$ cat config.mk
export PLATFORM = sky130hd
export DESIGN_NAME = interrupt_controller_flat
export DESIGN_NICKNAME = d
export VERILOG_FILES = /design/src/rtl/cpu_pkg.sv /design/src/rtl/interrupt_controller_if.sv /design/src/rtl/irq_prio_enc.sv /design/src/rtl/interrupt_controller.sv /design/src/flat_wrapper.sv
export SDC_FILE = /design/constraint.sdc
export NUM_CORES = 1
export LEC_CHECK = 0
export CAP_MARGIN = 5
export CORE_MARGIN = 2
export CORE_UTILIZATION = 30
export CTS_BUF_LIST = sky130_fd_sc_hd__clkbuf_16
export CTS_CLUSTER_SIZE = 25
export DETAILED_ROUTE_END_ITERATION = 10
export GPL_TIMING_DRIVEN = 0
export SLEW_MARGIN = 40
export SYNTH_ARGS = -nofsm -noshare
export SYNTH_HDL_FRONTEND = slang
export SYNTH_SLANG_ARGS = --single-unit
$ cat constraint.sdc
create_clock -name clk -period 2.23 [get_ports clk]
set_clock_uncertainty 0.15 [all_clocks]
set_input_delay 0.446 -clock clk [delete_from_list [all_inputs] [get_ports clk]]
set_output_delay 0.446 -clock clk [all_outputs]
set_load 0.01 [all_outputs]
$ cat src/rtl/cpu_pkg.sv
// Shared types and defaults for the interrupt controller slice: FSM state
// encoding, default vector map and the vector-id width helper.
package cpu_pkg;

  typedef enum logic [2:0] {
    IDLE,
    REQ,
    SERV,
    NREQ,
    NSERV
  } state_t;

  localparam logic [31:0] VEC_BASE_DEF   = 32'h0000_0080;
  localparam logic [31:0] VEC_STRIDE_DEF = 32'h0000_0010;
  localparam logic [31:0] NMI_VEC_DEF    = 32'h0000_0040;

  // Width of an irq id; a single line still needs one bit to carry the id.
  function automatic int IRQ_ID_W(input int n);
    return (n > 1) ? $clog2(n) : 1;
  endfunction

endpackage

$ cat src/rtl/interrupt_controller_if.sv
// Source/Controller-side signal bundle of the interrupt controller.
// slave = controller block, master = sources plus processor Controller.
interface interrupt_controller_if #(
  parameter int NUM_IRQ = 8
);
  localparam int ID_W = cpu_pkg::IRQ_ID_W(NUM_IRQ);

  logic [NUM_IRQ-1:0] irq;
  logic               nmi;
  logic               mask_we;
  logic [NUM_IRQ-1:0] mask_wdata;
  logic               INT;
  logic               NMI;
  logic               INA;
  logic               INTD;
  logic [ID_W-1:0]    vec_id;
  logic [31:0]        vec_addr;
  logic               busy;

  modport master (
    output irq, nmi, mask_we, mask_wdata, INA, INTD,
    input  INT, NMI, vec_id, vec_addr, busy
  );

  modport slave (
    input  irq, nmi, mask_we, mask_wdata, INA, INTD,
    output INT, NMI, vec_id, vec_addr, busy
  );
endinterface

$ cat src/rtl/irq_prio_enc.sv
// Lowest-index-wins priority encoder: index 0 is the most urgent request.
module irq_prio_enc
  import cpu_pkg::*;
#(
  parameter int N = 8,
  parameter int W = IRQ_ID_W(N)
) (
  input  logic [N-1:0] pend,
  output logic [W-1:0] sel,
  output logic         any
);

  always_comb begin
    sel = '0;
    any = |pend;
    // Scan downwards so the lowest set index is the last one written.
    for (int i = N - 1; i >= 0; i--) begin
      if (pend[i]) sel = W'(i);
    end
  end

endmodule

$ cat src/rtl/interrupt_controller.sv
// Masks/prioritises maskable irqs plus one NMI and runs the INA/INTD handshake.
// Build option IRQ_EDGE_EN: rising-edge sticky irq pending bits instead of levels.
module interrupt_controller
  import cpu_pkg::*;
#(
  parameter int                 NUM_IRQ    = 8,
  parameter logic [31:0]        VEC_BASE   = VEC_BASE_DEF,
  parameter logic [31:0]        VEC_STRIDE = VEC_STRIDE_DEF,
  parameter logic [31:0]        NMI_VEC    = NMI_VEC_DEF,
  parameter logic [NUM_IRQ-1:0] MASK_RST   = '1
) (
  input  logic                 clk,
  input  logic                 rst,
  interrupt_controller_if.slave bus
);

  localparam int W = IRQ_ID_W(NUM_IRQ);

  state_t             state_reg, state_next;
  logic [W-1:0]       vec_id_reg, vec_id_next;
  logic               nested_reg, nested_next;
  logic               nmi_prev_reg;
  logic               nmi_pend_reg, nmi_pend_next;
  logic [NUM_IRQ-1:0] mask_reg;
  logic               int_reg, nmi_out_reg, busy_reg;
  logic [31:0]        vec_addr_reg, vec_addr_next;

  logic [NUM_IRQ-1:0] pend;
  logic [W-1:0]       sel;
  logic               any;
  logic               nmi_edge;
  logic               nmi_req;
  logic               ina_irq;

  assign nmi_edge = bus.nmi & ~nmi_prev_reg;
  // A fresh edge is acted on in the cycle it is seen, keeping latency at one edge.
  assign nmi_req  = nmi_pend_reg | nmi_edge;

`ifdef IRQ_EDGE_EN
  logic [NUM_IRQ-1:0] irq_prev_reg;
  logic [NUM_IRQ-1:0] sticky_reg;
  logic [NUM_IRQ-1:0] irq_rise;

  assign irq_rise = bus.irq & ~irq_prev_reg;
  assign pend     = (sticky_reg | irq_rise) & mask_reg;

  always_ff @(posedge clk or posedge rst) begin
    if (rst) irq_prev_reg <= '0;
    else     irq_prev_reg <= bus.irq;
  end

  for (genvar gi = 0; gi < NUM_IRQ; gi++) begin : g_sticky
    // A new edge wins over an acknowledge of the same line in the same cycle.
    always_ff @(posedge clk or posedge rst) begin
      if (rst)
        sticky_reg[gi] <= 1'b0;
      else if (irq_rise[gi])
        sticky_reg[gi] <= 1'b1;
      else if (ina_irq && (vec_id_reg == W'(gi)))
        sticky_reg[gi] <= 1'b0;
    end
  end
`else
  assign pend = bus.irq & mask_reg;
`endif

  irq_prio_enc #(
    .N (NUM_IRQ),
    .W (W)
  ) u_prio_enc (
    .pend (pend),
    .sel  (sel),
    .any  (any)
  );

  always_comb begin
    state_next  = state_reg;
    vec_id_next = vec_id_reg;
    nested_next = nested_reg;
    ina_irq     = 1'b0;
    case (state_reg)
      IDLE: begin
        if (nmi_req) begin
          state_next = NREQ;
        end else if (any) begin
          state_next  = REQ;
          vec_id_next = sel;
        end
      end
      REQ: begin
        if (bus.INA) begin
          state_next = SERV;
          ina_irq    = 1'b1;
        end else if (nmi_req) begin
          state_next = NREQ;
        end else if (!pend[vec_id_reg]) begin
          state_next = IDLE;
        end else begin
          // pend[vec_id] is still set, so sel can only move to a more urgent line.
          vec_id_next = sel;
        end
      end
      SERV: begin
        if (bus.INTD) begin
          state_next = IDLE;
        end else if (nmi_req) begin
          state_next  = NREQ;
          nested_next = 1'b1;
        end
      end
      NREQ: begin
        if (bus.INA) state_next = NSERV;
      end
      NSERV: begin
        if (bus.INTD) begin
          state_next  = nested_reg ? SERV : IDLE;
          nested_next = 1'b0;
        end
      end
      default: state_next = IDLE;
    endcase
  end

  always_comb begin
    nmi_pend_next = nmi_req;
    if (state_reg == NREQ && bus.INA) nmi_pend_next = nmi_edge;
  end

  always_comb begin
    vec_addr_next = VEC_BASE + (32'(vec_id_next) * VEC_STRIDE);
    if (state_next == NREQ || state_next == NSERV) vec_addr_next = NMI_VEC;
  end

  always_ff @(posedge clk or posedge rst) begin
    if (rst) begin
      state_reg    <= IDLE;
      vec_id_reg   <= '0;
      nested_reg   <= 1'b0;
      nmi_prev_reg <= 1'b0;
      nmi_pend_reg <= 1'b0;
      mask_reg     <= MASK_RST;
      int_reg      <= 1'b0;
      nmi_out_reg  <= 1'b0;
      busy_reg     <= 1'b0;
      vec_addr_reg <= VEC_BASE;
    end else begin
      state_reg    <= state_next;
      vec_id_reg   <= vec_id_next;
      nested_reg   <= nested_next;
      nmi_prev_reg <= bus.nmi;
      nmi_pend_reg <= nmi_pend_next;
      if (bus.mask_we) mask_reg <= bus.mask_wdata;
      int_reg      <= (state_next == REQ);
      nmi_out_reg  <= (state_next == NREQ);
      busy_reg     <= (state_next != IDLE);
      vec_addr_reg <= vec_addr_next;
    end
  end

  assign bus.INT      = int_reg;
  assign bus.NMI      = nmi_out_reg;
  assign bus.busy     = busy_reg;
  assign bus.vec_id   = vec_id_reg;
  assign bus.vec_addr = vec_addr_reg;

endmodule

$ cat src/flat_wrapper.sv
// flat-port wrapper written by rule: the top's interface ports become plain ports
module interrupt_controller_flat import cpu_pkg::*;
#(
  parameter int                 NUM_IRQ    = 8,
  parameter logic [31:0]        VEC_BASE   = VEC_BASE_DEF,
  parameter logic [31:0]        VEC_STRIDE = VEC_STRIDE_DEF,
  parameter logic [31:0]        NMI_VEC    = NMI_VEC_DEF,
  parameter logic [NUM_IRQ-1:0] MASK_RST   = '1
)
  (clk, rst, bus_irq, bus_nmi, bus_mask_we, bus_mask_wdata, bus_INA, bus_INTD, bus_INT, bus_NMI, bus_vec_id, bus_vec_addr, bus_busy);
  interrupt_controller_if #(.NUM_IRQ(NUM_IRQ)) bus_i ();
  input  logic clk;
  input  logic rst;
  input wire logic [$bits(bus_i.irq)-1:0] bus_irq;
  input wire logic [$bits(bus_i.nmi)-1:0] bus_nmi;
  input wire logic [$bits(bus_i.mask_we)-1:0] bus_mask_we;
  input wire logic [$bits(bus_i.mask_wdata)-1:0] bus_mask_wdata;
  input wire logic [$bits(bus_i.INA)-1:0] bus_INA;
  input wire logic [$bits(bus_i.INTD)-1:0] bus_INTD;
  output wire logic [$bits(bus_i.INT)-1:0] bus_INT;
  output wire logic [$bits(bus_i.NMI)-1:0] bus_NMI;
  output wire logic [$bits(bus_i.vec_id)-1:0] bus_vec_id;
  output wire logic [$bits(bus_i.vec_addr)-1:0] bus_vec_addr;
  output wire logic [$bits(bus_i.busy)-1:0] bus_busy;
  assign bus_i.irq = bus_irq;
  assign bus_i.nmi = bus_nmi;
  assign bus_i.mask_we = bus_mask_we;
  assign bus_i.mask_wdata = bus_mask_wdata;
  assign bus_i.INA = bus_INA;
  assign bus_i.INTD = bus_INTD;
  assign bus_INT = bus_i.INT;
  assign bus_NMI = bus_i.NMI;
  assign bus_vec_id = bus_i.vec_id;
  assign bus_vec_addr = bus_i.vec_addr;
  assign bus_busy = bus_i.busy;
  interrupt_controller #(.NUM_IRQ(NUM_IRQ), .VEC_BASE(VEC_BASE), .VEC_STRIDE(VEC_STRIDE), .NMI_VEC(NMI_VEC), .MASK_RST(MASK_RST)) u_core (.clk(clk), .rst(rst), .bus(bus_i));
endmodule
* After elaboration in Yosys (flattened, before gate mapping)
Cells that the tools add are included.
** Storage, ports and cells
- Input bits :: 22
- Logic and storage cells :: 66
- Flip-flop bits (word level) :: 52
- Output and inout port bits :: 38
** Operators by class
- Reductions and logical operators :: 7
- Muxes and demuxes :: 33
- Add/sub/neg operators :: 1
- Order comparisons :: 1
- Equal/unequal tests :: 10
- Bitwise gates (word level) :: 4
** Operators by type and width (number)
- 3-bit two-way mux :: 22
- 32-bit two-way mux :: 1
- 3-bit case mux with 5 select lines :: 1
- 8-bit by 7-bit adder with 9-bit output, first input constant :: 1
- 3-bit by 2-bit equality test with 1-bit output, second input constant :: 3
- 8-bit AND :: 1
- 8-bit OR reduction :: 1
- 3-bit by 1-bit equality test with 1-bit output, second input constant :: 2
- 3-bit equality test, second input constant :: 2
- 3-bit case mux with 2 select lines :: 1
- 1-bit two-way mux :: 5
- 3-bit by 4-bit < comparator with 1-bit output, second input constant :: 1
- 2-bit inequality test, second input constant :: 2
- 4-bit AND reduction :: 1
- 1-bit binary-select mux with 3-bit select :: 1
- 3-bit zero test :: 1
- 3-bit nonzero test :: 1
- 2-bit two-way mux :: 1
- 2-bit by 1-bit inequality test with 1-bit output, second input constant :: 1
- 1-bit case mux with 2 select lines :: 1
- 2-bit nonzero test :: 1
- 1-bit AND :: 1
- 1-bit logical AND :: 1
- 1-bit logical OR :: 1
- other kinds (2) :: 2

* Longest topological paths before layout
Gate-level depths: netlist (run 1).
- Depth in word-level cells :: 15
- Mapped depth :: 7
- Mapped depth without buffers :: 6

* Hierarchy
From an unflattened synthesis (run 1), not the netlist that was laid out.
** Unflattened totals
- Cell total of the unflattened synthesis :: 164
- Area, all modules :: 1541.5 µm²
** Modules (own cells, without submodules)
- interrupt_controller :: cells each 151, instances 1, sequential area each 611.8 µm², area each 1460.2 µm²
- irq_prio_enc :: cells each 13, instances 1, sequential area each 0.0 µm², area each 81.3 µm²

* Worst setup path after synthesis (run 1)
No wires, ideal clock.
- Path kind :: reg2reg
- Start :: reg u_core.mask_reg[4]
- End :: reg u_core.vec_addr_reg[4] (netlist: u_core.bus.vec_addr[4])
- Period minus slack after synthesis :: 2.111 ns
- Buffers on the path :: 0
- Stages on the path, launching flop included :: 7
- Library setup time :: 0.119 ns
- Required time :: 1.961 ns
- Slack :: 0.119 ns
- Arrival :: 1.842 ns
- Cells stage by stage :: dfstp_2 -> nand2_1 -> o311ai_1 -> o221ai_2 -> a211oi_4 -> mux2_4 -> and2_1
** On the way
- Longest elaborated chain between the ends :: 12
** Ends and longest elaborated chain
- start, declared :: line interrupt_controller.sv:24 : logic [NUM_IRQ-1:0] mask_reg;
- start signal, assigned :: line interrupt_controller.sv:152 : if (bus.mask_we) mask_reg <= bus.mask_wdata;
- 8-bit AND * :: line interrupt_controller.sv:64 : assign pend = bus.irq & mask_reg;
- 3-bit two-way mux (5 in series) :: line irq_prio_enc.sv:18 : if (pend[i]) sel = W'(i);
- 3-bit two-way mux :: line interrupt_controller.sv:96 : end else if (!pend[vec_id_reg]) begin
- 3-bit two-way mux :: line interrupt_controller.sv:94 : end else if (nmi_req) begin
- 3-bit two-way mux :: line interrupt_controller.sv:91 : if (bus.INA) begin
- 3-bit case mux with 2 select lines * :: line interrupt_controller.sv:81 : case (state_reg)
- named net u_core.vec_id_next[0] :: line interrupt_controller.sv:20 : logic [W-1:0] vec_id_reg, vec_id_next;
- 8-bit by 7-bit adder with 9-bit output * :: line interrupt_controller.sv:130 : vec_addr_next = VEC_BASE + (32'(vec_id_next) * VEC_STRIDE);
- 32-bit two-way mux * :: line interrupt_controller.sv:131 : if (state_next == NREQ || state_next == NSERV) vec_addr_next = NMI_VEC;
- named net u_core.vec_addr_next[4] :: line interrupt_controller.sv:26 : logic [31:0] vec_addr_reg, vec_addr_next;
- end signal, assigned :: line interrupt_controller.sv:156 : vec_addr_reg <= vec_addr_next;
- end, declared :: line interrupt_controller.sv:26
Mark *: on every way through the listed nets, which the timed path passes. The rest lies on a longest branch. The select of a mux whose other input is x is not followed.
A chain may end at the register's enable or synchronous reset.

* Final worst setup path (run 1)
- Start :: in bus_INA
- End :: reg u_core.vec_addr_reg[4] (netlist: u_core.bus.vec_addr[4])
** RTL lines
- start, declared :: line flat_wrapper.sv:18 : input wire logic [$bits(bus_i.INA)-1:0] bus_INA;
- 3-bit two-way mux :: line interrupt_controller.sv:91
- 3-bit case mux with 2 select lines :: line interrupt_controller.sv:81
- named net u_core.vec_id_next[0] :: line interrupt_controller.sv:20
- 8-bit by 7-bit adder with 9-bit output :: line interrupt_controller.sv:130
- 32-bit two-way mux :: line interrupt_controller.sv:131
- named net u_core.vec_addr_next[4] :: line interrupt_controller.sv:26
The timed path passes the listed nets, and every way through them passes these cells.

==> results.md, run 1 <==
* CTS sink count at 24
* PD cells at 978 nW/um^2
* Area delta synth->final at 44.7%
* # diodes at 0
* Core footprint at 4720 um^2
* Max cap viols at 0
* Hold slack at 187 ps
* CTS Buf Count at 3
* R2R Setup Slk at 90 ps
* Syn avg cell area at 9.95 um^2
* Pleak at 0.978 nW
* Crit Path Max Fanout at 6
* Max Clk Rate at 0.459 GHz
* Die area at 5450 um^2
* Top_reg_cell synth: dfrtp_1
* Final Hold Vio Count at 0
* Worst Setup End Kind: flop
* Outcome: completed
* Via-per-instance ratio at between 4 and 5
* Fin crit period at 2180 ps
* Initial antenna violation count at 0
* Fin crit share at 0.977
* Proportion of layout cells with a drive suffix above 1 at 0.340
* Nets at 235
* Root Buffer: clkbuf_16
* Die Span Y at 73.8 um
* Worst Path Arrival at 2180 ps
* Netlist Area Pre-Place at 1460 um^2
* Row cnt at 25
* Sequential fraction of the synthesis area at 0.418
* VDD IR max at 0.370 mV
* Drc violations at 0
* Routability congestion estimate at 0.770
* Total gr overflow at 0
* HP Class: in -> reg
* Synth Register Bits at 24
* Pwr Total at slightly above 2 mW
* Max FFs per register at 8
* YS warnings at 0
* Vias at 1,177
* CTS tree: done
* Largest net degree at the start of global routing at 25
* Vias in the first global route at 1,007
* Critical Path RT at ~2200 ps
* Unique masters post-synth at 39
* Cells after DPL at 271
* Startpoint types: primary input
* Crit path kind: in -> reg
* I/O pins at 60
* Most frequent cells in the layout: buf_4 (33), conb_1 (28), clkdlybuf4s50_1 (21)
* Final setup viols at 0
* Dpl hpwl at 2.22 mm
* Initial core utilization at 0.310
* Latest clock arrival within the worst-skew pair at 250 ps
* Clock transition at the registers of the reported paths at 60 ps
* IO Port Bufs at 30
* Post-synth EDFFs at 0
* Commonest non-fill, non-tap cell in the layout: buf_4
* Post-Layout Cell Count at around 280
* First-pass GRT wire length at 4.55 mm
* Die W at 73.8 um
* Average wire per standard cell at roughly 10 um
* Htree depth at 1
* Maximum clock insertion buffer count at 2
* Final wirelength at between 2 and 3 mm
* FFs w/ async S/R, synth at 1.00
* Syn Inst Count at 147
* GRT Overall Usage at 0.107
* Initial DRC Count at 86
* ANT nets after route at 0
* Pins Over Slew Limit at 0
* Drt pass-1 iters at 4
cell families after synthesis:
group | count (synthesis) | share of synthesized area
AO/OA/AOI/OAI | 29 | 0.156
buffers and inverters | 36 | 0.167
flip-flops | 24 | 0.418
multiplexers | 10 | 0.0821
other | 1 | 0.00256
AND/OR/NAND/NOR | 47 | 0.175
power breakdown:
part,internal (mW),switching [mW]
clock,0.239,0.147
sequential,0.586,0.137
combinational,0.512,0.449
stage by stage:
step	setup slack (ps)	util	setup TNS, ps	instance area (um^2)
detailed placement	-456	0.412	-2450	1950
floorplan	119	-	0	1560
global route	-5.74	0.448	-7.87	2120
finish	51.0	0.448	0	2120
global placement	-425	0.412	-2420	1950
CTS	1.22	0.438	0	2070
critical path, cell delays in order:
cell and delay [ps]:
clkdlybuf4s50_1 530, nor2b_2 230, o221ai_2 150, a211oi_4 350, mux2_4 330, and2_1 130
path summary, 6_finish.rpt:
path	from	to	cells after the start
max	bus_INA	u_core.bus.vec_addr[4]$_DFF_PP0_	6
min	bus_nmi	u_core.nmi_prev_reg$_DFF_PP0_	1
max reg2reg	u_core.mask_reg[4]$_DFFE_PP1P_	u_core.bus.vec_addr[4]$_DFF_PP0_	6
min reg2reg	u_core.nested_reg$_DFFE_PP0P_	u_core.nested_reg$_DFFE_PP0P_	2
max in group asynchronous	rst	u_core.bus.vec_id[0]$_DFF_PP0_	2
min in group asynchronous	rst	u_core.bus.NMI$_DFF_PP0_	2
layout make-up:
type | count | area [um^2]
Sequential cell | 24 | 614
Clock inverter | 1 | 3.75
Tap cell | 67 | 83.8
Multi-Input combinational cell | 114 | 767
Inverter | 4 | 15.0
Timing Repair Buffer | 35 | 334
Clock buffer | 3 | 75.1
Buffer | 31 | 224
Fill cell | 480 | 2610
layer usage:
metal	vias to the layer above	routed length [um]	part of all wire	track usage
li1	598	-	-	-
met1	540	1300	0.45	0.143
met2	34	1410	0.49	0.174
met3	5	160	0.055	0.0178
met4	0	40	0.014	0.0424
met5	-	0	0	0
what timing repair did:
action / CTS / global route
hold buffers: 0 / 0
setup endpoints to repair: 5 / 3
setup buffers: 2 / 3
resized for setup: 15 / 9
pin swaps: 8 / 8
cells in the mapped netlist (2+ instances only):
| master | instances | area share |
|---|---|---|
| dfrtp_1 | 15 | 0.26 |
| a21oi_1 | 3 | 0.010 |
| o21ai_0 | 5 | 0.017 |
| buf_2 | 2 | 0.0068 |
| and2_1 | 3 | 0.013 |
| a21o_1 | 2 | 0.010 |
| buf_4 | 28 | 0.14 |
| nand2b_1 | 3 | 0.013 |
| mux2_2 | 8 | 0.062 |
| a22o_1 | 4 | 0.024 |
| o32ai_1 | 2 | 0.012 |
| nand4_1 | 4 | 0.017 |
| nand2_1 | 11 | 0.028 |
| inv_1 | 4 | 0.010 |
| dfstp_2 | 9 | 0.16 |
| a31oi_1 | 3 | 0.013 |
| mux2_4 | 2 | 0.021 |
| nor3_1 | 3 | 0.010 |
| nand4b_1 | 4 | 0.024 |
| or2_1 | 2 | 0.0086 |
| nor2b_1 | 2 | 0.0086 |
| nor2_1 | 11 | 0.028 |
Power figures use the tool's default switching activity.
==> run 2, diff against run 1 <==
--- a/config.mk
+++ b/config.mk
@@ -9,6 +9,7 @@
 export CORE_MARGIN = 2
 export CORE_UTILIZATION = 30
 export CTS_BUF_LIST = sky130_fd_sc_hd__clkbuf_16
+export CTS_CLUSTER_DIAMETER = 50
 export CTS_CLUSTER_SIZE = 25
 export DETAILED_ROUTE_END_ITERATION = 10
 export GPL_TIMING_DRIVEN = 0
==> results of run 2 <==
The final DEF is identical to that of run 1; final timing and power are the same.
==> run 3, diff against run 2 <==
--- a/config.mk
+++ b/config.mk
@@ -8,7 +8,6 @@
 export CAP_MARGIN = 5
 export CORE_MARGIN = 2
 export CORE_UTILIZATION = 30
-export CTS_BUF_LIST = sky130_fd_sc_hd__clkbuf_16
 export CTS_CLUSTER_DIAMETER = 50
 export CTS_CLUSTER_SIZE = 25
 export DETAILED_ROUTE_END_ITERATION = 10
==> constraint.sdc (replaced) <==
create_clock -name clk -period 2.7 [get_ports clk]
set_clock_uncertainty 0.15 [all_clocks]
set_input_delay 0.54 -clock clk [delete_from_list [all_inputs] [get_ports clk]]
set_output_delay 0.54 -clock clk [all_outputs]
set_load 0.01 [all_outputs]
==> results.md, run 3 (synthesis results as in run 1) <==
* GRT Overall Usage at 0.104 (was 0.107)
* Critical Path RT at 2710 ps (was 2230 ps)
* Worst path cell trace: clkdlybuf4s50_1 -> nand2_1 -> o311ai_1 -> o221ai_2 -> a211oi_4 -> mux2_4 -> and2_1 (was clkdlybuf4s50_1 -> nor2b_2 -> o221ai_2 -> a211oi_4 -> mux2_4 -> and2_1)
* Latest clock arrival within the worst-skew pair at 270 ps (was 250 ps)
* Root Buffer: clkbuf_8 (was clkbuf_16)
* Die area at 5450 um^2 (unchanged)
* Total gr overflow at 0 (unchanged)
* Fin crit period at 2490 ps
* Worst Path Arrival at 2510 ps (was 2180 ps)
* Initial DRC Count at 82 (was 86)
* Pwr Total at 1.54 mW (was 2.07 mW)
* I/O pins at 60 (unchanged)
* Pins Over Slew Limit at 0 (unchanged)
* Final Hold Vio Count at 0 (unchanged)
* Fin crit share at 0.923
* Pleak at 0.900 nW (was 0.978 nW)
* CTS tree: done (unchanged)
* Worst Setup End Kind: flop (unchanged)
* Resize count post-CTS at 0 (was 15)
* Proportion of layout cells with a drive suffix above 1 at 0.279 (was 0.340)
* Average wire per standard cell at 10.2 um (was 10.4 um)
* CTS Buf Count at 3 (unchanged)
* Vias at 1,151 (was 1,177)
* Core footprint at 4720 um^2 (unchanged)
* Final wirelength at 2.80 mm (was 2.91 mm)
* Htree depth at 1 (unchanged)
* Pre-CTS setup slack at -79.7 ps (was -456 ps)
* Largest net degree at the start of global routing at 25 (unchanged)
* HP Class: reg -> reg (was in -> reg)
* Crit path kind: in -> reg (unchanged)
* IO Port Bufs at 30 (unchanged)
* Die Span Y at 73.8 um (unchanged)
* RSZ-0062 raised after global routing: no
* Most frequent cells in the layout: clkdlybuf4s50_1 (30), buf_4 (28), conb_1 (28) (was buf_4 (33), conb_1 (28), clkdlybuf4s50_1 (21))
* Dpl hpwl at 2.22 mm (unchanged)
* Hold-fix buffers at CTS at 0 (unchanged)
* Crit-path max cell delay at 490 ps (was 530 ps)
* Final setup viols at 0 (unchanged)
* Row cnt at 25 (unchanged)
* ANT nets after route at 0 (unchanged)
* Die W at 73.8 um (unchanged)
* Slowest cell on crit path: clkdlybuf4s50_1 (unchanged)
* PD cells at 768 nW/um^2 (was 978 nW/um^2)
* Initial core utilization at 0.310 (unchanged)
* Final setup margin at 207 ps (was 51.0 ps)
* Critical path buffer and inverter count at 1 (unchanged)
* Commonest non-fill, non-tap cell in the layout: clkdlybuf4s50_1 (was buf_4)
* CTS sink count at 24 (unchanged)
* Maximum clock insertion buffer count at 2 (unchanged)
* Max FFs per register at 8 (unchanged)
* Post-CTS setup buffer count at 0 (was 2)
* Routability congestion estimate at 0.770 (unchanged)
* Outcome: completed (unchanged)
* Nets at 231 (was 235)
* First-pass GRT wire length at 4.40 mm (was 4.55 mm)
* Startpoint types: primary input (unchanged)
* Drt pass-1 iters at 4 (unchanged)
* Area delta synth->final at 37.0% (was 44.7%)
* Max Clk Rate at 0.401 GHz
* Drc violations at 0 (unchanged)
* Crit Path Max Fanout at 3 (was 6)
* Clock transition at the registers of the reported paths at 80 ps (was 60 ps)
* Fillers at 483 (was 480)
* CP delay by family, top: compound AO/OA/AOI/OAI gates (was buffers and inverters)
* VDD IR max at 0.247 mV (was 0.370 mV)
* Max cap viols at 0 (unchanged)
* Initial antenna violation count at 0 (unchanged)
* Via-per-instance ratio at 4.19 (was 4.22)
* Setup_tns at 0 ps (unchanged)
* # diodes at 0 (unchanged)
* Vias in the first global route at 989 (was 1,007)
-- run 3: cell count changes in the layout (fill, tap and decap cells not counted), sizes merged --
cell	before	now
clkinv	1	0
dlymetal6s2s	2	0
dlygate4sd2	7	0
clkdlybuf4s50	21	30
buf	34	30
clkbuf	5	6
-- run 3: through the flow --
| stage | utilization | hold slack, ps | instance area (um^2) | instances |
|---|---|---|---|---|
| 2_1_floorplan | - | 318 | 1560 | 174 |
| 3_3_place_gp | 0.412 | 341 | 1950 | 271 |
| 3_5_place_dp | 0.412 | 351 | 1950 | 271 |
| 4_1_cts | 0.424 | 369 | 2000 | 275 |
| 5_1_grt | 0.424 | 393 | 2000 | 275 |
| 6_report | 0.424 | 363 | 2000 | 275 |
-- run 3: cell type report --
cell class	count	area (um^2)	share of cell area
Buffer	32	229	0.114
Tap cell	67	83.8	0.0418
Multi-Input combinational cell	114	708	0.354
Inverter	4	15.0	0.00750
Sequential cell	24	612	0.305
Clock buffer	4	55.1	0.0275
Timing Repair Buffer	30	300	0.150
-- run 3: final timing paths --
kind / startpoint / slack (ps) / endpoint / depth (start not counted)
setup / recovery: bus_irq[4] / 210 / u_core.bus.vec_addr[4]$_DFF_PP0_ / 7
hold / removal: u_core.nested_reg$_DFFE_PP0P_ / 360 / u_core.nested_reg$_DFFE_PP0P_ / 2
setup reg to reg: u_core.mask_reg[4]$_DFFE_PP1P_ / 440 / u_core.bus.vec_addr[4]$_DFF_PP0_ / 6
hold reg to reg: u_core.nested_reg$_DFFE_PP0P_ / 360 / u_core.nested_reg$_DFFE_PP0P_ / 2
max in group asynchronous: rst / 1590 / u_core.mask_reg[6]$_DFFE_PP1P_ / 2
min in group asynchronous: rst / 460 / u_core.bus.NMI$_DFF_PP0_ / 2
-- run 3: power by group --
group          total, mW  internal (mW)  switching [mW]
registers          0.582          0.480           0.102
clock network      0.243          0.130           0.113
logic              0.714          0.369           0.345
-- run 3: layer usage --
layer,global-route usage,wire (um),up-vias
li1,-,-,588
met1,0.135,1270,524
met2,0.170,1330,34
met3,0.0178,166,5
met4,0.0424,42,0
met5,0,0,-
-- run 3: tightest hold or removal path, cell delays in order, from the launching register on --
cell and delay [ps]:
dfrtp_1 370, nand2_1 50, o21ai_0 60
